**config.mk**
```make
export PLATFORM = sky130hd
export DESIGN_NAME = pc_sequencer_flat
export DESIGN_NICKNAME = d
export VERILOG_FILES = /design/src/rtl/pc_sequencer_if.sv /design/src/rtl/pc_sequencer.sv /design/src/flat_wrapper.sv
export SDC_FILE = /design/constraint.sdc
export NUM_CORES = 1
export LEC_CHECK = 0
export ABC_AREA = 1
export CAP_MARGIN = 20
export CELL_PAD_IN_SITES_DETAIL_PLACEMENT = 0
export CELL_PAD_IN_SITES_GLOBAL_PLACEMENT = 1
export CORE_AREA = 2 2 39 41
export CTS_CLUSTER_DIAMETER = 50
export DETAILED_ROUTE_END_ITERATION = 10
export DIE_AREA = 0 0 41 43
export DONT_BUFFER_PORTS = 1
export PLACE_DENSITY = 0.68
export SLEW_MARGIN = 20
export SYNTH_ARGS = -nofsm -noshare
export SYNTH_HDL_FRONTEND = slang
export SYNTH_SLANG_ARGS = --single-unit
```
**constraint.sdc**
```tcl
create_clock -name clk -period 1.5 [get_ports clk]
set_input_delay 0.15 -clock clk [delete_from_list [all_inputs] [get_ports clk]]
set_output_delay 0.15 -clock clk [all_outputs]
set_load 0.005 [all_outputs]
```
**src/rtl/pc_sequencer_if.sv**
```systemverilog
`default_nettype none
// =============================================================================
// pc_sequencer_if : control/handshake bundle between the PC sequencer and the
//                   datapath / IMEM side. instr_cnt exists with PC_SEQ_INSTR_CNT_EN.
// Rev 1.0
// =============================================================================
interface pc_sequencer_if #(
  parameter int CNT_W = 24
);
  logic       start;
  logic       halt_req;
  logic       imem_ready;
  logic       exec_done;
  logic       jump;
  logic       stall;
  logic       imem_rd;
  logic       ir_load;
  logic       pc_inc;
  logic       pc_write;
  logic       busy;
  logic       halted;
  logic [2:0] state;
`ifdef PC_SEQ_INSTR_CNT_EN
  logic [CNT_W-1:0] instr_cnt;
`endif

  if (CNT_W < 1) begin : g_cnt_w_check
    $error("pc_sequencer_if: CNT_W must be at least 1");
  end

  modport master (
    input  start, halt_req, imem_ready, exec_done, jump, stall,
`ifdef PC_SEQ_INSTR_CNT_EN
    output instr_cnt,
`endif
    output imem_rd, ir_load, pc_inc, pc_write, busy, halted, state
  );

  modport slave (
    output start, halt_req, imem_ready, exec_done, jump, stall,
`ifdef PC_SEQ_INSTR_CNT_EN
    input  instr_cnt,
`endif
    input  imem_rd, ir_load, pc_inc, pc_write, busy, halted, state
  );
endinterface
`default_nettype wire

```
**src/rtl/pc_sequencer.sv**
```systemverilog
`default_nettype none
// =============================================================================
// pc_sequencer : fetch/wait/load/exec sequencer driving PC and IR strobes.
//                Retired-instruction counter exists with PC_SEQ_INSTR_CNT_EN.
// Rev 1.0
// =============================================================================
module pc_sequencer #(
  parameter int IMEM_LAT = 1,
  parameter int CNT_W    = 24
) (
  input  logic           clk,
  input  logic           rst_n,
  pc_sequencer_if.master bus
);

  typedef enum logic [2:0] {
    S_IDLE  = 3'd0,
    S_FETCH = 3'd1,
    S_WAIT  = 3'd2,
    S_LOAD  = 3'd3,
    S_EXEC  = 3'd4,
    S_HALT  = 3'd5
  } state_e;

  localparam logic [3:0] c_wait_init = 4'(IMEM_LAT - 1);

  state_e     state_q, state_d;
  logic [3:0] wait_q, wait_d;

  if (IMEM_LAT < 1 || IMEM_LAT > 15 || CNT_W < 1) begin : g_param_check
    $error("pc_sequencer: IMEM_LAT must be 1..15 and CNT_W at least 1");
  end

  always_ff @(posedge clk or negedge rst_n) begin
    if (!rst_n) begin
      state_q <= S_IDLE;
      wait_q  <= 4'd0;
    end else begin
      state_q <= state_d;
      wait_q  <= wait_d;
    end
  end

  always_comb begin
    state_d      = state_q;
    wait_d       = wait_q;
    bus.imem_rd  = 1'b0;
    bus.ir_load  = 1'b0;
    bus.pc_inc   = 1'b0;
    bus.pc_write = 1'b0;
    case (state_q)
      S_IDLE: begin
        if (bus.start) state_d = S_FETCH;
      end
      S_FETCH: begin
        bus.imem_rd = 1'b1;
        wait_d      = c_wait_init;
        state_d     = S_WAIT;
      end
      S_WAIT: begin
        // Latency must fully elapse before imem_ready is trusted.
        if (wait_q != 4'd0) begin
          wait_d = wait_q - 4'd1;
        end else if (bus.imem_ready) begin
          state_d = S_LOAD;
        end
      end
      S_LOAD: begin
        bus.ir_load = 1'b1;
        state_d     = S_EXEC;
      end
      S_EXEC: begin
        if (bus.exec_done && !bus.stall) begin
          bus.pc_write = bus.jump;
          bus.pc_inc   = !bus.jump;
          state_d      = bus.halt_req ? S_HALT : S_FETCH;
        end
      end
      S_HALT: begin
        if (bus.start) state_d = S_FETCH;
      end
      default: begin
        state_d = S_IDLE;
      end
    endcase
  end

  assign bus.busy   = (state_q == S_FETCH) || (state_q == S_WAIT) ||
                      (state_q == S_LOAD)  || (state_q == S_EXEC);
  assign bus.halted = (state_q == S_HALT);
  assign bus.state  = state_q;

`ifdef PC_SEQ_INSTR_CNT_EN
  logic [CNT_W-1:0] instr_cnt_q;

  always_ff @(posedge clk or negedge rst_n) begin
    if (!rst_n) begin
      instr_cnt_q <= '0;
    end else if (bus.pc_inc || bus.pc_write) begin
      instr_cnt_q <= instr_cnt_q + CNT_W'(1);
    end
  end

  assign bus.instr_cnt = instr_cnt_q;
`endif

endmodule
`default_nettype wire

```
**src/flat_wrapper.sv**
```systemverilog
// flat-port wrapper written by rule: the top's interface ports become plain ports
module pc_sequencer_flat 
#(
  parameter int IMEM_LAT = 1,
  parameter int CNT_W    = 24
)
  (clk, rst_n, bus_start, bus_halt_req, bus_imem_ready, bus_exec_done, bus_jump, bus_stall, bus_imem_rd, bus_ir_load, bus_pc_inc, bus_pc_write, bus_busy, bus_halted, bus_state);
  pc_sequencer_if #(.CNT_W(CNT_W)) bus_i ();
  input  logic clk;
  input  logic rst_n;
  input wire logic [$bits(bus_i.start)-1:0] bus_start;
  input wire logic [$bits(bus_i.halt_req)-1:0] bus_halt_req;
  input wire logic [$bits(bus_i.imem_ready)-1:0] bus_imem_ready;
  input wire logic [$bits(bus_i.exec_done)-1:0] bus_exec_done;
  input wire logic [$bits(bus_i.jump)-1:0] bus_jump;
  input wire logic [$bits(bus_i.stall)-1:0] bus_stall;
  output wire logic [$bits(bus_i.imem_rd)-1:0] bus_imem_rd;
  output wire logic [$bits(bus_i.ir_load)-1:0] bus_ir_load;
  output wire logic [$bits(bus_i.pc_inc)-1:0] bus_pc_inc;
  output wire logic [$bits(bus_i.pc_write)-1:0] bus_pc_write;
  output wire logic [$bits(bus_i.busy)-1:0] bus_busy;
  output wire logic [$bits(bus_i.halted)-1:0] bus_halted;
  output wire logic [$bits(bus_i.state)-1:0] bus_state;
  assign bus_i.start = bus_start;
  assign bus_i.halt_req = bus_halt_req;
  assign bus_i.imem_ready = bus_imem_ready;
  assign bus_i.exec_done = bus_exec_done;
  assign bus_i.jump = bus_jump;
  assign bus_i.stall = bus_stall;
  assign bus_imem_rd = bus_i.imem_rd;
  assign bus_ir_load = bus_i.ir_load;
  assign bus_pc_inc = bus_i.pc_inc;
  assign bus_pc_write = bus_i.pc_write;
  assign bus_busy = bus_i.busy;
  assign bus_halted = bus_i.halted;
  assign bus_state = bus_i.state;
  pc_sequencer #(.IMEM_LAT(IMEM_LAT), .CNT_W(CNT_W)) u_core (.clk(clk), .rst_n(rst_n), .bus(bus_i));
endmodule
```
== Word level (Yosys, flattened, before mapping) ==
Cells that the tools add are included.

* Add/subtract/negate cells: 1
* Equal/unequal tests: 10
* Multiplexer cells: 14
* Reductions and logical operators: 12

{| class="wikitable"
|+ Operators with widths
! kind !! number
|-
| 3-bit two-way mux || 5
|-
| 3-bit one-hot mux with 5 select lines || 1
|-
| 4-bit one-hot mux with 2 select lines || 1
|-
| 3-bit by 2-bit equality test with 1-bit output (second input constant) || 2
|-
| 3-bit equality test (second input constant) || 2
|-
| 1-bit two-way mux || 6
|-
| 2-bit by 1-bit != test with 1-bit output (second input constant) || 3
|-
| 4-bit two-way mux || 1
|-
| 2-bit != test (second input constant) || 2
|-
| 4-bit AND reduction || 1
|-
| 4-bit nonzero test || 1
|-
| 4-bit by 1-bit subtractor with 4-bit output (second input constant) || 1
|-
| 3-bit by 1-bit equality test with 1-bit output (second input constant) || 1
|-
| 3-bit zero test || 1
|-
| 1-bit logical OR || 3
|-
| 1-bit zero test || 2
|-
| 2-bit AND reduction || 1
|-
| 2-bit nonzero test || 1
|-
| 2-bit OR reduction || 1
|-
| 1-bit logical AND || 1
|}

* Register bits after elaboration: 7
* Bits of input ports: 8
* Output and inout bits: 9
* Logic and storage cells: 39

== Longest topological paths before layout ==
* Depth in word-level cells: 4
* Gate-level depth with buffers: 8
* Gate-level depth less buffers: 7

== Worst setup path after synthesis ==
Ideal clock, no wire load.

* Kind: reg-to-reg
* Start: register u_core.wait_q[0]
* End: register u_core.state_q[2] (netlist: u_core.bus.state[2])
* Library setup time: 118 ps
* Data arrival time: 1,084 ps
* Data required time: 1,382 ps
* Path slack: 299 ps
* Stages on the path, launching flop included: 8
* Path buffers: 0
* Clock period less this slack: 1,201 ps
* Cells stage by stage: dfrtp_1 -> inv_1 -> ha_1 -> nand2_1 -> o21ai_1 -> nand3_2 -> nand2_1 -> nand2_1

* Word-level cells in the longest chain between the ends: 3

{| class="wikitable"
|+ RTL lines
! element !! RTL line !! source
|-
| from (decl) || pc_sequencer.sv:28 || <nowiki>logic [3:0] wait_q, wait_d;</nowiki>
|-
| from (signal assigned) || pc_sequencer.sv:40 || <nowiki>wait_q <= wait_d;</nowiki>
|-
| 4-bit nonzero test || pc_sequencer.sv:62 || <nowiki>if (wait_q != 4'd0) begin</nowiki>
|-
| 2-bit != test (no line) || - ||
|-
| 4-bit AND reduction (no line) || - ||
|-
| to (signal assigned) || pc_sequencer.sv:39 || <nowiki>state_q <= state_d;</nowiki>
|-
| to (decl) || pc_sequencer.sv:27 || <nowiki>state_e state_q, state_d;</nowiki>
|}

Every way passes these cells.
A chain may end at the register's enable or synchronous reset.

== Worst setup path in the final report ==
* Start: register u_core.state_q[0] (netlist: u_core.bus.state[0])
* End: output bus_busy

* Word-level cells in the longest chain between the ends: 4
* Elaborated cells on any way between the ends: 7
* Those cells by class: eq/ne (4); reduce/logical (3)

{| class="wikitable"
|+ RTL lines
! element !! RTL line !! source
|-
| 3-bit by 1-bit equality test with 1-bit output / 3-bit by 2-bit equality test with 1-bit output (equally long branches) || pc_sequencer.sv:88 || <nowiki>assign bus.busy = (state_q == S_FETCH) || (state_q == S_WAIT) ||</nowiki>
|-
| 1-bit logical OR (2 in a row) || pc_sequencer.sv:88 ||
|-
| 1-bit logical OR (*) || pc_sequencer.sv:89 || <nowiki>(state_q == S_LOAD) || (state_q == S_EXEC);</nowiki>
|-
| to (decl) || flat_wrapper.sv:21 || <nowiki>output wire logic [$bits(bus_i.busy)-1:0] bus_busy;</nowiki>
|}

Every way passes the cells marked *; elsewhere a longest branch is shown, timed or not.

==> metrics.md <==
| Metric | Value |
|---|---|
| Run status | finished, final reports clean |
| Tmin final | 1.39 ns |
| Sink Count | 7 |
| Nets@finish | 91 |
| Mapped cell area | 509 sq um |
| Synth Area in Simple Gates | 38.8% |
| Post-synthesis cell type count | 19 |
| Initial antenna violation count | 0 |
| Clock Latency Late Sink | 0.25 ns |
| Skew final | about 0.00072 ns |
| Routed length per instance | 11.4 um |
| First-pass GRT wire length | 1.86 mm |
| Fin. Hold Viols | 0 |
| CTS tree | built |
| Core area | 0.00138 sq mm |
| Setup TNS | 0 ns |
| RSZ-0062 raised after global routing | false |
| Row cnt | 14 |
| Die area | between 0.0015 and 0.002 sq mm |
| R2r startpoint | u_core.wait_q[0] |
| WP data required | 1.35 ns |
| R2R cell count | 7 |
| DP HPWL | between 800 and 900 um |
| I/O pins | 17 |
| Crit Path Category | reg2out |
| Reg2Reg Setup Slack | about 0.15 ns |
| Grt ovf | 0 |
| Total CTS buffers | 3 |
| Syn Area/Cell | 7.27 sq um |
| Crit Path Max Fanout | 6 |
| Adder-cell share of the synthesized area | 4.91% |
| Setup violations, final | 0 |
| Initial DRC count | 3 |
| Type of the most critical hold path | in2reg |
| Complex-gate fraction of the synthesized area | about 8.4% |
| Startpoint types | flip-flop |
| Reg2reg end | u_core.bus.state[2] |
| Worst setup endpoint | bus_busy |
| Synth-to-Final Area Change | 17.9% |
| Inserted Diodes | 0 |
| H-tree levels | 1 |
| Post-synthesis mux area share | 0% |
| Synth Register Bits | 7 |
| Worst Tran Pin Value | 0.319 ns |
| IO buf count | 0 |
| Sequential-to-total area share from yosys stat | between 30% and 40% |
| Gr usage total | 15.7% |
| Arr. time, crit path | roughly 1.2 ns |
| Clock transition at path regs | 0.05 ns |
| Clock Path Buffers | 2 |
| Detail Route Antenna Nets | 0 |
| Mapped Cells | 70 |
| Ratio of final minimum period to clock period | 92.5% |
| Die Y | 43 um |
| Largest net degree at the start of global routing | 9 |
| Initial core utilization | between 30% and 40% |
| Residual DRC | 0 |
| Drt via density | between 4 and 5 |
| Max Slew Vio Count | 0 |
| Max_slew headroom | 78.7% |
| Cell Pwr Density | 1940 mW/mm^2 |
| Placer Congestion | 0.823 |
| Worst vdd ir | a little over 0.0006 V |
| Multi-input gate area | roughly 270 sq um |
| Layout cells sized above 1 | a little under a quarter |
| CP startpoint | u_core.bus.state[0] |
| Total wire length | 1.10 mm |
| Max-cap violations | 0 |
| Post-Syn Nets | 80 |
| CTS root buf | clkbuf_4 |
| Setup ws final | 0.113 ns |
| XOR/XNOR Fraction of Synth Area | 1.72% |
| Largest family of logic cells by synthesized area | simple AND/OR/NAND/NOR gates |
| Total leakage power | 0.000322 uW |
| Ys Warns | 0 |
| DR vias | roughly 470 |
| Die X | 41 um |
| Vias in the first global route | roughly 450 |
| DP Worst Slack | ~0.16 ns |
| Total power | 1160 uW |
| First-pass iteration count of the detailed router | 2 |
| CP Capture Type | output port |
| Storage element area | 176 sq um |
| FMAX | around 0.72 GHz |
| Fillers | roughly 160 |
cells in the mapped netlist (all sizes together):
| cell | count | area, sq um |
|---|---|---|
| o21ai | 6 | 30.0 |
| o21bai | 1 | 7.51 |
| dfrtp | 7 | 175 |
| a21oi | 1 | 5.00 |
| xor2 | 1 | 8.76 |
| nand3 | 9 | 55.1 |
| nor3 | 2 | 21.3 |
| nand2 | 18 | 75.1 |
| ha | 2 | 25.0 |
| nand4 | 4 | 25.0 |
| inv | 13 | 48.8 |
| nor2 | 5 | 21.3 |
| buf | 1 | 11.3 |
layer usage:
metal	global-route usage [%]	wire (um)
met4	2.00	0
met3	9.42	72
met1	20.3	496
met5	0	0
met2	22.8	526
flip-flops by register name (all words and copies together) (netlist names):
register / count
u_core.bus.state: 3
u_core.wait_q: 4
layout by cell type, fill, tap and decap left out, drive strengths merged:
cell type / netlist / final
inv: 13 / 13
nand3: 9 / 9
o21ai: 6 / 6
a21oi: 1 / 1
o21bai: 1 / 1
buf: 1 / 6
ha: 2 / 2
dfrtp: 7 / 7
nor3: 2 / 2
nand2: 18 / 18
clkbuf: 0 / 4
dlygate4sd3: 0 / 1
nor2: 5 / 5
xor2: 1 / 1
nand4: 4 / 4
area by class of cell:
class,instances,area share (%)
multi-input combinational,49,45.6
sequential,7,29.4
timing repair buffer,7,9.17
inverter,13,8.12
clock buffer,4,4.38
tap,16,3.33
metrics by stage:
step,std cells,hold WS [ns],utilization [%],instance area (sq um)
after CTS,92,0.177,41.1,569
after global routing,96,0.192,43.4,601
final,96,0.188,43.4,601
after global placement,87,-0.145,38.5,533
after detailed placement,87,-0.145,38.5,533
after floorplan,70,-0.146,-,509
worst min-delay path by stage:
stage	slack, ns	to	start	depth (start not counted)
floorplan	-0.15	u_core.bus.state[0]	rst_n	0
global placement	-0.15	u_core.bus.state[1]	rst_n	0
detailed placement	-0.15	u_core.bus.state[1]	rst_n	0
CTS	0.18	u_core.bus.state[2]	bus_halt_req	4
global route	0.19	u_core.bus.state[2]	bus_halt_req	4
finish	0.19	u_core.bus.state[2]	bus_halt_req	4
report_power, final:
group          switching, uW  internal (uW)
Combinational            377            266
Sequential              94.8            255
Clock                   69.4            101
worst max-delay path, stage by stage, from the launching register on:
cell     delay, ns
dfrtp_1       0.49
buf_4         0.19
nand3_2       0.15
nand4_1       0.15
logic make-up (layout without fill, tap and decap cells):
logic type | Yosys count | after routing
compound gates | 8 | 8
xor+xnor | 1 | 1
fa+ha+maj | 2 | 2
buf+inv | 14 | 24
flops | 7 | 7
simple gates | 38 | 38
timing repair:
| action | 4_1_cts | 5_1_grt |
|---|---|---|
| pin swaps | 1 | 1 |
| buffers inserted | 0 | 4 |
| resized for setup | 0 | 1 |
| setup endpoints to repair | 1 | 2 |
| hold buffers | 1 | 0 |
| hold endpoints to repair | 7 | 0 |
No activity file was read; power rests on OpenSTA's default activity.
